## src/rtl/rf_pkg.sv

```systemverilog
// Shared constants and state encoding for the register-file writeback arbiter.
package rf_pkg;
  localparam int RF_AW   = 5;
  localparam int RF_DW   = 32;
  localparam int RF_NREG = 32;

  typedef enum logic {
    ST_RUN,
    ST_CLEAR
  } state_e;
endpackage

```

## src/rtl/rf_wb_arbiter_if.sv

```systemverilog
// Writeback requester bus plus the registered register-file write port.
interface rf_wb_arbiter_if
  import rf_pkg::*;
#(
  parameter int NREQ = 3,
  parameter int AW   = RF_AW,
  parameter int DW   = RF_DW
);
  logic [NREQ-1:0]    req_valid;
  logic [NREQ*AW-1:0] req_addr;
  logic [NREQ*DW-1:0] req_data;
  logic [NREQ-1:0]    req_ready;
  logic               rf_wen;
  logic [AW-1:0]      rf_addr_w;
  logic [DW-1:0]      rf_data_w;

  modport master (
    output req_valid, req_addr, req_data,
    input  req_ready, rf_wen, rf_addr_w, rf_data_w
  );

  modport slave (
    input  req_valid, req_addr, req_data,
    output req_ready, rf_wen, rf_addr_w, rf_data_w
  );
endinterface

```

## src/rtl/rr_arbiter.sv

```systemverilog
// One-hot grant: round-robin from ptr_i, or lowest-index-wins when
// RF_WB_ARB_FIXED_PRIO_EN is defined (ptr_i is then ignored).
module rr_arbiter #(
  parameter int NREQ = 3,
  parameter int PW   = (NREQ > 1) ? $clog2(NREQ) : 1
) (
  input  logic [NREQ-1:0] req_i,
  input  logic [PW-1:0]   ptr_i,
  output logic [NREQ-1:0] grant_o
);

`ifdef RF_WB_ARB_FIXED_PRIO_EN
  always_comb begin
    grant_o = '0;
    for (int i = 0; i < NREQ; i++) begin
      if (req_i[i] && (grant_o == '0)) grant_o[i] = 1'b1;
    end
  end
`else
  int          idx;
  logic [PW-1:0] idx_v;
  logic        found;

  always_comb begin
    grant_o = '0;
    found   = 1'b0;
    idx     = 0;
    idx_v   = '0;
    for (int off = 0; off < NREQ; off++) begin
      idx = int'(ptr_i) + off;
      if (idx >= NREQ) idx = idx - NREQ;
      idx_v = PW'(idx);
      if (!found && req_i[idx_v]) begin
        grant_o[idx_v] = 1'b1;
        found          = 1'b1;
      end
    end
  end
`endif

endmodule

```

## src/rtl/rf_wb_arbiter.sv

```systemverilog
// Register-file write-port arbiter with x0 suppression and bulk clear of x1..x31.
// Build option: RF_WB_ARB_FIXED_PRIO_EN selects fixed priority instead of round-robin.
module rf_wb_arbiter
  import rf_pkg::*;
#(
  parameter int NREQ = 3,
  parameter int AW   = RF_AW,
  parameter int DW   = RF_DW
) (
  input  logic clk,
  input  logic rst,
  input  logic clr_start,
  output logic clr_busy,
  rf_wb_arbiter_if.slave bus
);

  localparam int PW = (NREQ > 1) ? $clog2(NREQ) : 1;

  state_e          state_q, state_d;
  logic [AW-1:0]   cnt_q, cnt_d;
  logic            rf_wen_q, rf_wen_d;
  logic [AW-1:0]   rf_addr_q, rf_addr_d;
  logic [DW-1:0]   rf_data_q, rf_data_d;

  logic [NREQ-1:0] req_run, grant;
  logic            xfer;
  logic [PW-1:0]   gidx, ptr_arb;
  logic [AW-1:0]   gaddr;
  logic [DW-1:0]   gdata;

  // Requests are masked during the clear so no grant can escape.
  assign req_run = (state_q == ST_RUN) ? bus.req_valid : '0;

  rr_arbiter #(.NREQ(NREQ), .PW(PW)) u_arb (
    .req_i   (req_run),
    .ptr_i   (ptr_arb),
    .grant_o (grant)
  );

  assign xfer = |grant;

  always_comb begin
    gidx  = '0;
    gaddr = '0;
    gdata = '0;
    for (int i = 0; i < NREQ; i++) begin
      if (grant[i]) begin
        gidx  = PW'(i);
        gaddr = bus.req_addr[i*AW +: AW];
        gdata = bus.req_data[i*DW +: DW];
      end
    end
  end

`ifdef RF_WB_ARB_FIXED_PRIO_EN
  assign ptr_arb = '0;
`else
  logic [PW-1:0] ptr_q, ptr_d;

  always_comb begin
    ptr_d = ptr_q;
    if (xfer) ptr_d = (gidx == PW'(NREQ - 1)) ? '0 : gidx + PW'(1);
  end

  always_ff @(posedge clk) begin
    if (rst) ptr_q <= '0;
    else     ptr_q <= ptr_d;
  end

  assign ptr_arb = ptr_q;
`endif

  always_comb begin
    state_d   = state_q;
    cnt_d     = cnt_q;
    rf_wen_d  = 1'b0;
    rf_addr_d = rf_addr_q;
    rf_data_d = rf_data_q;
    case (state_q)
      ST_RUN: begin
        if (xfer) begin
          rf_wen_d  = (gaddr != '0);
          rf_addr_d = gaddr;
          rf_data_d = gdata;
        end
        if (clr_start) begin
          state_d = ST_CLEAR;
          cnt_d   = AW'(1);
        end
      end
      ST_CLEAR: begin
        rf_wen_d  = 1'b1;
        rf_addr_d = cnt_q;
        rf_data_d = '0;
        cnt_d     = cnt_q + AW'(1);
        if (cnt_q == AW'(RF_NREG - 1)) state_d = ST_RUN;
      end
      default: state_d = ST_RUN;
    endcase
  end

  always_ff @(posedge clk) begin
    if (rst) begin
      state_q   <= ST_RUN;
      cnt_q     <= '0;
      rf_wen_q  <= 1'b0;
      rf_addr_q <= '0;
      rf_data_q <= '0;
    end else begin
      state_q   <= state_d;
      cnt_q     <= cnt_d;
      rf_wen_q  <= rf_wen_d;
      rf_addr_q <= rf_addr_d;
      rf_data_q <= rf_data_d;
    end
  end

  assign clr_busy      = (state_q == ST_CLEAR);
  assign bus.req_ready = grant;
  assign bus.rf_wen    = rf_wen_q;
  assign bus.rf_addr_w = rf_addr_q;
  assign bus.rf_data_w = rf_data_q;

endmodule
```

## src/flat_wrapper.sv

```systemverilog
// flat-port wrapper written by rule: the top's interface ports become plain ports
module rf_wb_arbiter_flat import rf_pkg::*;
#(
  parameter int NREQ = 3,
  parameter int AW   = RF_AW,
  parameter int DW   = RF_DW
)
  (clk, rst, clr_start, clr_busy, bus_req_valid, bus_req_addr, bus_req_data, bus_req_ready, bus_rf_wen, bus_rf_addr_w, bus_rf_data_w);
  rf_wb_arbiter_if #(.NREQ(NREQ), .AW(AW), .DW(DW)) bus_i ();
  input  logic clk;
  input  logic rst;
  input  logic clr_start;
  output logic clr_busy;
  input wire logic [$bits(bus_i.req_valid)-1:0] bus_req_valid;
  input wire logic [$bits(bus_i.req_addr)-1:0] bus_req_addr;
  input wire logic [$bits(bus_i.req_data)-1:0] bus_req_data;
  output wire logic [$bits(bus_i.req_ready)-1:0] bus_req_ready;
  output wire logic [$bits(bus_i.rf_wen)-1:0] bus_rf_wen;
  output wire logic [$bits(bus_i.rf_addr_w)-1:0] bus_rf_addr_w;
  output wire logic [$bits(bus_i.rf_data_w)-1:0] bus_rf_data_w;
  assign bus_i.req_valid = bus_req_valid;
  assign bus_i.req_addr = bus_req_addr;
  assign bus_i.req_data = bus_req_data;
  assign bus_req_ready = bus_i.req_ready;
  assign bus_rf_wen = bus_i.rf_wen;
  assign bus_rf_addr_w = bus_i.rf_addr_w;
  assign bus_rf_data_w = bus_i.rf_data_w;
  rf_wb_arbiter #(.NREQ(NREQ), .AW(AW), .DW(DW)) u_core (.clk(clk), .rst(rst), .clr_start(clr_start), .clr_busy(clr_busy), .bus(bus_i));
endmodule
```

## config.mk

```make
export PLATFORM = sky130hd
export DESIGN_NAME = rf_wb_arbiter_flat
export DESIGN_NICKNAME = d
export VERILOG_FILES = /design/src/rtl/rf_pkg.sv /design/src/rtl/rf_wb_arbiter_if.sv /design/src/rtl/rr_arbiter.sv /design/src/rtl/rf_wb_arbiter.sv /design/src/flat_wrapper.sv
export SDC_FILE = /design/constraint.sdc
export NUM_CORES = 1
export LEC_CHECK = 0
export BUFFER_PORTS_ARGS = -buffer_cell sky130_fd_sc_hd__buf_4
export CAP_MARGIN = 0
export CELL_PAD_IN_SITES_DETAIL_PLACEMENT = 0
export CELL_PAD_IN_SITES_GLOBAL_PLACEMENT = 1
export CORE_MARGIN = 3
export CORE_UTILIZATION = 30
export CTS_BUF_LIST = sky130_fd_sc_hd__clkbuf_8 sky130_fd_sc_hd__clkbuf_16
export DETAILED_ROUTE_END_ITERATION = 10
export PLACE_DENSITY = 0.78
export REMOVE_ABC_BUFFERS = 1
export SLEW_MARGIN = 30
export SYNTH_ARGS = -nofsm -noshare
export SYNTH_HDL_FRONTEND = slang
export SYNTH_HIERARCHICAL = 1
export SYNTH_SLANG_ARGS = --single-unit
```

## constraint.sdc

```tcl
create_clock -name clk -period 4.1 [get_ports clk]
set_clock_uncertainty 0.2 [all_clocks]
set_input_delay 0.205 -clock clk [delete_from_list [all_inputs] [get_ports clk]]
set_output_delay 0.205 -clock clk [all_outputs]
set_load 0.05 [all_outputs]
```

==> flow_metrics.tcl <==
set metrics [dict create \
    run_status "finished clean" \
    timing.critical_path.from_type "flip-flop" \
    post-synth-top-area-cell "sky130_fd_sc_hd__dfxtp_1" \
    cts-resized-gates 0 \
    clock_buffer_count_from_cts 5 \
    timing.max_slew.rel_slack 0.656 \
    syn-mean-instance-area_sq_um 8.26 \
    layout_worst_path_cycle_share 0.821 \
    tightest_slew_ns 0.515 \
    vias_per_cell 5.20 \
    asyncSetResetFlopFracSynth 0 \
    max_cap_viol_count 0 \
    synth.cell_area_sq_um 2640 \
    hold_slack_ns 0.00705 \
    commonest_cells_after_routing_fill_and_taps_aside "sky130_fd_sc_hd__buf_4, sky130_fd_sc_hd__dfxtp_1, sky130_fd_sc_hd__nand2_1" \
    layoutNonFillerInstCount 573 \
    track_usage 0.180 \
    postLayoutCoreUtil 0.479 \
    nFillCells 848 \
    placed_cell_areas_sq_um 3870 \
    finalMaxSlewViolations 0 \
    yosys_warnings 6 \
    powerDensity_nw_per_um2 776 \
    antenna_violations_before_repair 0 \
    max-vdd-ir-drop_mv 0.300 \
    r2r_slack_ns 0.73 \
    dp.final_hpwl_um 7220 \
    postRouteWirelength_um 9380 \
    initial_utilization 0.314 \
    post-route-min-period_ns 3.37 \
    die_area_sq_um 9940 \
    critical_path_class "reg2reg" \
    cts_post_setup_buffers_inserted 0 \
    cp-startpoint "u_core/ptr_arb[0]$_SDFFE_PP0P_" \
    vias 2980 \
    final-setup-viol-count 0 \
    leakage_nw 1.79 \
    worstPathArrival_ns 3.35 \
    timing.hold.worst.class "in2reg" \
    grt_pass1_vias 2819 \
    hold_viol_final 0 \
    synth_cell_types 44 \
    finalWeightedCongestion 0.856 \
    endpoint "u_core/bus.rf_wen$_SDFF_PP0_" \
    coreArea_sq_um 8380 \
    reg2reg_from "u_core/ptr_arb[0]$_SDFFE_PP0P_" \
    pre_cts_slack_ns 0.753 \
    post_route_cells_drive_above_1_share 0.400 \
    placement.io_buffers 158 \
    synth_area_leaders "sky130_fd_sc_hd__dfxtp_1, sky130_fd_sc_hd__a22o_1, sky130_fd_sc_hd__a221o_1, sky130_fd_sc_hd__nand2_1, sky130_fd_sc_hd__a21oi_1" \
    ant_nets 0 \
    syn2layout_area_growth_pct 52.5 \
    critPathMaxFanout 17 \
    worst_r2r_endpoint "u_core/bus.rf_wen$_SDFF_PP0_" \
    postLayoutCellArea_sq_um 4020 \
    die_height_um 99.7 \
    leading_cell_type_in_the_layout_fill_and_taps_excluded "sky130_fd_sc_hd__buf_4" \
    rsz0062_at_grt "no" \
    i_o_pins 159 \
    final_critical_path_setup_slack_ns 0.734 \
    placed_insts 562 \
    fmaxAchievable_mhz 297 \
    synth.yosys.seq_area_share 0.349 \
    final_nets 590 \
    postSynthCellCount 319 \
    post-route-drc-count 0 \
    required_ns 4.08 \
    critical_path.endpoint_type "flip-flop" \
    clock_tree.root_cell "sky130_fd_sc_hd__clkbuf_8" \
    wire_length_of_the_first_global_routing_pass_um 14500 \
    synth_flop_cell "sky130_fd_sc_hd__dfxtp_1" \
    routed_wire_length_per_instance_um 16.4 \
    cts_tree "done" \
    worst_r2r_path_depth 10 \
    synth_enable_flop_cells 0 \
    clock_path_buffers 2 \
    htree_num_levels 2 \
    clkSlewWorstSetupHoldPaths_ns 0.09 \
    width_of_the_die_um 99.7 \
    diodes 0 \
    dr.first_iter.drc_count 104 \
    synth_top_area_frac 0.349 \
    cts.sinks 46 \
    post_cts_hold_buffer_count 3 \
    grt.overflow.total 0 \
    largest_net_degree_at_the_start_of_global_routing 32 \
    detail_route.first_pass.iterations 4 \
    ys_ff_latch 46 \
    placementRows 33 \
    clk-insertion-delay-late_ns 0.30 \
]
[area by class of cell]
| type | count | area (sq um) | share of cell area |
|---|---|---|---|
| multi-input combinational | 233 | 1520 | 0.379 |
| timing repair buffer | 171 | 1290 | 0.321 |
| sequential | 46 | 921 | 0.229 |
| tap | 105 | 131 | 0.0327 |
| clock buffer | 5 | 68.8 | 0.0171 |
| clock inverter | 3 | 43.8 | 0.0109 |
| inverter | 10 | 37.5 | 0.00934 |
[worst max-delay path: stages, from the launching register on]
cell,delay (ns)
sky130_fd_sc_hd__dfxtp_1,0.38
sky130_fd_sc_hd__inv_1,0.08
sky130_fd_sc_hd__ha_1,0.38
sky130_fd_sc_hd__a22oi_1,0.22
sky130_fd_sc_hd__o22ai_1,0.14
sky130_fd_sc_hd__o31ai_1,0.24
sky130_fd_sc_hd__a22o_2,0.33
sky130_fd_sc_hd__clkinv_1,0.48
sky130_fd_sc_hd__a2bb2oi_1,0.31
sky130_fd_sc_hd__a2111oi_2,0.38
sky130_fd_sc_hd__a211oi_1,0.12
[routing by layer]
layer	global-route usage	routed length (um)
met1	0.230	3830
met2	0.310	4730
met3	0.0337	722
met4	0.0473	100
met5	0	0
[per-stage QoR]
stage / total power, mW / TNS (ns)
4_1_cts: 3.14 / 0
3_3_place_gp: 2.78 / 0
2_1_floorplan: 2.11 / -20.48
3_5_place_dp: 2.79 / 0
5_1_grt: 3.34 / 0
6_report: 3.12 / 0
[registers in the layout (all words and copies together), names as in the netlist]
register,count
u_core/clr_busy,1
u_core/bus.rf_wen,1
u_core/ptr_arb,2
u_core/cnt_q,5
u_core/bus.rf_data_w,32
u_core/bus.rf_addr_w,5
[worst min-delay path by stage]
stage                                                      from                                     to  depth (start not counted)
after global placement    u_core/bus.rf_data_w[26]$_SDFFE_PP0P_  u_core/bus.rf_data_w[26]$_SDFFE_PP0P_                          2
final                                          bus_req_data[94]  u_core/bus.rf_data_w[30]$_SDFFE_PP0P_                          3
after CTS                                      bus_req_data[94]  u_core/bus.rf_data_w[30]$_SDFFE_PP0P_                          3
after detailed placement  u_core/bus.rf_data_w[28]$_SDFFE_PP0P_  u_core/bus.rf_data_w[28]$_SDFFE_PP0P_                          2
after global routing                           bus_req_data[67]   u_core/bus.rf_data_w[3]$_SDFFE_PP0P_                          3
after floorplan                                             rst   u_core/bus.rf_data_w[0]$_SDFFE_PP0P_                          1
[report_power, final]
part           leakage, nW  internal (mW)  switching (mW)
logic                 1.36          0.735            1.36
registers            0.376          0.598          0.0816
clock network       0.0585          0.183           0.161
total                 1.79           1.52            1.60
[Yosys cell counts (2+ instances only)]
cell                        count
sky130_fd_sc_hd__a22oi_1       20
sky130_fd_sc_hd__buf_6          3
sky130_fd_sc_hd__buf_2          6
sky130_fd_sc_hd__clkbuf_1      13
sky130_fd_sc_hd__nor2b_1        3
sky130_fd_sc_hd__nor2_1        15
sky130_fd_sc_hd__nand2_1       42
sky130_fd_sc_hd__nor3_1         8
sky130_fd_sc_hd__a2bb2oi_1      5
sky130_fd_sc_hd__a21oi_1       30
sky130_fd_sc_hd__nand3b_1       4
sky130_fd_sc_hd__a22o_1        21
sky130_fd_sc_hd__buf_1          6
sky130_fd_sc_hd__inv_1          8
sky130_fd_sc_hd__ha_1           6
sky130_fd_sc_hd__nor3b_1        3
sky130_fd_sc_hd__a221o_1       16
sky130_fd_sc_hd__o211ai_1      13
sky130_fd_sc_hd__mux2i_1        3
sky130_fd_sc_hd__o21ai_0       20
sky130_fd_sc_hd__nand3_1        2
sky130_fd_sc_hd__o22ai_1        3
sky130_fd_sc_hd__nand2b_1       3
sky130_fd_sc_hd__dfxtp_1       46
[cells by family (layout without fill, tap and decap cells)]
family / count (synthesis) / count (layout) / share of synthesized area
mux: 3 / 3 / 0.0114
simple gates: 89 / 89 / 0.170
flops: 46 / 46 / 0.349
compound gates: 134 / 134 / 0.365
xor+xnor: 1 / 1 / 0.00332
buf+inv: 40 / 189 / 0.0731
fa+ha+maj: 6 / 6 / 0.0285
No activity file was read; power rests on OpenSTA's default activity.
